**src/rtl/seq_pkg.sv**
```systemverilog
// Shared definitions for the bit-serializer.
//   SEQ_WORD_W : default parallel word width
//   state_t    : shifter occupancy state (IDLE = shifter empty, SHIFT = word loaded)
package seq_pkg;

    localparam int SEQ_WORD_W = 8;

    typedef enum logic {
        IDLE  = 1'b0,
        SHIFT = 1'b1
    } state_t;

endpackage

```
**src/rtl/seq_serializer.sv**
```systemverilog
// Parallel-to-serial converter with a one-word hold buffer, feeding a
// downstream sequence detector one bit per shift_en strobe.
//
// Ports:
//   clk        in   single clock, rising edge
//   reset      in   synchronous active-high reset
//   data_in    in   [WIDTH-1:0] parallel word
//   data_valid in   data_in is offered
//   data_ready out  a word can be accepted this cycle (= !hold_full)
//   shift_en   in   downstream advance; bit consumed when ser_valid && shift_en
//   ser_out    out  serial bit (0 when ser_valid=0)
//   ser_valid  out  ser_out carries a word bit
//   word_last  out  ser_out carries the final bit of a word
//   idle       out  shifter and hold buffer both empty
module seq_serializer
    import seq_pkg::*;
#(
    parameter int WIDTH     = SEQ_WORD_W,
    parameter bit MSB_FIRST = 1'b1
) (
    input  logic             clk,
    input  logic             reset,
    input  logic [WIDTH-1:0] data_in,
    input  logic             data_valid,
    output logic             data_ready,
    input  logic             shift_en,
    output logic             ser_out,
    output logic             ser_valid,
    output logic             word_last,
    output logic             idle
);

    localparam int CW = $clog2(WIDTH);
    localparam logic [CW-1:0] LAST_CNT = CW'(WIDTH - 1);

    state_t           state, state_nxt;
    logic [WIDTH-1:0] shreg, shreg_nxt;
    logic [WIDTH-1:0] hold, hold_nxt;
    logic             hold_full, hold_full_nxt;
    logic [CW-1:0]    count, count_nxt;

    logic accept;
    logic consume;

    // Move the next bit into the output position.
    function automatic logic [WIDTH-1:0] advance(input logic [WIDTH-1:0] v);
        if (MSB_FIRST)
            return {v[WIDTH-2:0], 1'b0};
        else
            return {1'b0, v[WIDTH-1:1]};
    endfunction

    assign ser_valid  = (state == SHIFT);
    assign ser_out    = ser_valid & (MSB_FIRST ? shreg[WIDTH-1] : shreg[0]);
    assign word_last  = ser_valid && (count == LAST_CNT);
    assign data_ready = !hold_full;
    assign idle       = (state == IDLE) && !hold_full;

    assign accept  = data_valid && data_ready;
    assign consume = ser_valid && shift_en;

    always_comb begin
        state_nxt     = state;
        shreg_nxt     = shreg;
        count_nxt     = count;
        hold_nxt      = hold;
        hold_full_nxt = hold_full;

        case (state)
            IDLE: begin
                if (accept) begin
                    state_nxt = SHIFT;
                    shreg_nxt = data_in;
                    count_nxt = '0;
                end
            end
            SHIFT: begin
                if (consume && word_last) begin
                    count_nxt = '0;
                    // A full hold buffer blocks accept, so at most one of
                    // these two refill sources is active.
                    if (hold_full) begin
                        shreg_nxt     = hold;
                        hold_full_nxt = 1'b0;
                    end else if (accept) begin
                        shreg_nxt = data_in;
                    end else begin
                        state_nxt = IDLE;
                        shreg_nxt = '0;
                    end
                end else begin
                    if (consume) begin
                        shreg_nxt = advance(shreg);
                        count_nxt = count + 1'b1;
                    end
                    if (accept) begin
                        hold_nxt      = data_in;
                        hold_full_nxt = 1'b1;
                    end
                end
            end
        endcase
    end

    always_ff @(posedge clk) begin
        if (reset) begin
            state     <= IDLE;
            shreg     <= '0;
            count     <= '0;
            hold_full <= 1'b0;
        end else begin
            state     <= state_nxt;
            shreg     <= shreg_nxt;
            count     <= count_nxt;
            hold_full <= hold_full_nxt;
        end
    end

    // Hold contents are only meaningful while hold_full is set.
    always_ff @(posedge clk) begin
        hold <= hold_nxt;
    end

endmodule

```
**config.mk**
```make
export PLATFORM = sky130hd
export DESIGN_NAME = seq_serializer
export DESIGN_NICKNAME = d
export VERILOG_FILES = /design/src/rtl/seq_pkg.sv /design/src/rtl/seq_serializer.sv
export SDC_FILE = /design/constraint.sdc
export NUM_CORES = 1
export LEC_CHECK = 0
export CAP_MARGIN = 15
export CORE_MARGIN = 3
export CORE_UTILIZATION = 40
export DETAILED_ROUTE_END_ITERATION = 12
export SYNTH_ARGS = -nofsm -noshare
export SYNTH_HDL_FRONTEND = slang
export SYNTH_SLANG_ARGS = --single-unit
```
**constraint.sdc**
```tcl
create_clock -name clk -period 3.85 [get_ports clk]
set_input_delay 0.77 -clock clk [delete_from_list [all_inputs] [get_ports clk]]
set_output_delay 0.77 -clock clk [all_outputs]
set_load 0.005 [all_outputs]
```
==> results.toml <==
[status]
outcome = "completed"

[final_layout]
layout-drive-gt1-share = 0.1066
area_delta_synth_final_pct = 15.25
filler_cells = 241
design.final.nets = 137
finalInstanceArea_um2 = 1257
antenna-diode-count = 0

[synthesis]
post_synth_inst_count = 112
netlist-cell-type-count = 26
yosys_register_bits = 21
syn-num-nets = 126
post-synth-top-count-cell = "dfxtp_1"
yosys_warnings = 0
post_synthesis_sequential_area_ratio = 0.4587
synth.cell_area_um2 = 1091
yosysTopAreaCell = "dfxtp_1"
synth.top_cells.by_count = "13 x dfxtp_1, 11 x nand2_1, 9 x nand3_1, 9 x nand3b_1"
postSynthAreaPerCell_um2 = 9.741
synth-edff-count = 8
synth_top_cells_by_area = "dfxtp_1 24%, edfxtp_1 22%, nand3b_1 6.2%"
synthArstFlopShare = 0
ys_dominant_reg_cell = "dfxtp_1"
area_share_of_the_largest_cell_type_after_synthesis = 0.2385

[die]
floorplan.rows = 18
initial_core_util = 0.4287
top_level_ports = 17
die_height_um = 58.23
chipWidth_um = 58.23
design.die.area_um2 = 3390
core-area_um2 = 2545

[setup_path]
arrival_ps = 1790
max_stage_delay_ps = 760
worst-path-max-fanout = 20
crit_path_start_kind = "flip-flop"
slowest_stage = "dfxtp_1"
worstSetupPathType = "flip-flop to output port"
crit_path_end_kind = "output port"
cp-startpoint = "ser_valid"
required_ps = 3080
crit_path_cell_trace = "and2_1 -> clkdlybuf4s50_1"
worst_r2r_startpoint = "ser_valid"

[global_route]
grt_use_total = 0.1579
grt_max_degree = 23
grt_pass1_wl_um = 4105
gr-total-overflow = 0
first_global_vias = 831
grt_antenna_before_repair = 0

[placed_design]
detailed_place_hpwl_um = 1458
gp_congestion = 0.7766
io_buffers = 16
detailedPlace.worstSlack_ps = 1322
cell_area_reported_after_detailed_placement_um2 = 1230

[hold_path]
worstHoldPathType = "flip-flop to flip-flop"
worstHoldStart = "count[2]"

[route]
drc = 0
ant_nets = 0
drt_wl_total_um = 2406
first_pass_iters = 4
drt_iter0_drc = 35
post_drt_wl_per_cell_um = 15.83
vias_per_cell = 5.612
vias = 853

[timing]
number_of_hold_violations_in_the_final_report = 0
whs_ps = 489.4
final_min_period_over_clock_period = 0.6655
grt_setup_unrepaired = "no"
max_freq_ghz = 0.3903
setup_viol_count_final = 0
tightest_slew_ps = 705.4
finalClockSkew_ps = 11.45
final.min_clock_period_ps = 2562
final-max-slew-violation-count = 0
slew_headroom = 0.5291
finalSetupTns_ps = 0
post-route-worst-setup-slack_ps = 1288

[clocking]
clk_pin_slew_worst_setup_hold_paths_ps = 130
cts_made_buffers = 3
clock_tree.root_cell = "clkbuf_4"
cts_hold_buffers = 0
tritoncts = "yes"
h-tree-depth = 1
clock_insertion_delay_worst_skew_ps = 310
resized_gates_after_cts = 0
postcts_setup_bufs = 0
cts_sinks = 21
clk_path_buf_depth = 2

[power_and_ir_drop]
vdd_drop_max_mv = 0.1766
leakage_nw = 0.4030
fin_total_pwr_mw = 0.4431
power.density_nw_per_um2 = 352.4

[flow_run]
cap_viol_max_count = 0
worst paths after layout:
kind | endpoint | slack (ps) | cells past startpoint
setup reg to reg | hold[5] | 1790 | 2
setup / recovery | ser_out | 1290 | 2
hold / removal | count[2] | 490 | 2
hold reg to reg | count[2] | 490 | 2
cell families after synthesis:
| logic type | share of synthesized area |
|---|---|
| and+or+nand+nor | 0.2500 |
| AOI/OAI and AO/OA | 0.2110 |
| DFF | 0.4587 |
| buffers and inverters | 0.05733 |
| adders and majority gates | 0.02293 |
final cells by class:
type	instances	area, um^2	area share
flip-flops and latches	21	500.5	0.3980
clock buffers	3	22.52	0.01791
multi-input cells	80	528.0	0.4199
well taps	30	37.54	0.02985
inverters	1	3.754	0.002985
repair buffers	16	160.2	0.1274
clock inverters	1	5.005	0.003980
worst max-delay path: cells and delay by family, from the launching register on:
| kind | cells | cell delay [ps] |
|---|---|---|
| buffers and inverters | 1 | 490 |
| DFF | 1 | 760 |
| and+or+nand+nor | 1 | 220 |
layer usage:
| metal | wire length, um | up-vias | part of all wire | GRT usage |
|---|---|---|---|---|
| met5 | 0 | - | 0 | 0 |
| met3 | 87 | 2 | 0.036 | 0.02227 |
| met2 | 1016 | 16 | 0.42 | 0.2226 |
| li1 | - | 440 | - | - |
| met4 | 18 | 0 | 0.0075 | 0.06954 |
| met1 | 1283 | 395 | 0.53 | 0.2369 |
registers in the layout (all words and copies together), names as in the netlist:
signal,flops
shreg,8
hold_full,1
count,3
ser_valid,1
hold,8
placed cells by master, fill, tap and decap left out:
| cell type | count |
|---|---|
| clkdlybuf4s50_1 | 16 |
| o21ai_1 | 1 |
| clkinv_2 | 1 |
| inv_1 | 1 |
| o21ai_2 | 6 |
| a21o_1 | 8 |
| and2_1 | 3 |
| nor3b_2 | 1 |
| edfxtp_1 | 8 |
| a21oi_1 | 4 |
| a311oi_1 | 7 |
| dfxtp_1 | 13 |
| nor2_1 | 2 |
| nand3_1 | 9 |
| a211oi_1 | 2 |
| nand3b_1 | 9 |
| or3b_4 | 1 |
| a31oi_1 | 1 |
| clkbuf_4 | 3 |
| and4_1 | 1 |
| nor4bb_1 | 1 |
| o21ai_0 | 2 |
| nand2_1 | 11 |
| ha_1 | 2 |
| nand3_2 | 1 |
| nor3_1 | 8 |
report_power, final:
| group | switching, mW | internal [mW] |
|---|---|---|
| clock | 0.0716 | 0.0388 |
| combinational | 0.0354 | 0.0371 |
| sequential | 0.0146 | 0.246 |
per-stage QoR:
stage / utilization / instances
3_5_place_dp: 0.4833 / 148
3_3_place_gp: 0.4833 / 148
6_report: 0.4941 / 152
2_1_floorplan: - / 112
4_1_cts: 0.4941 / 152
5_1_grt: 0.4941 / 152
Power figures use the tool's default switching activity.
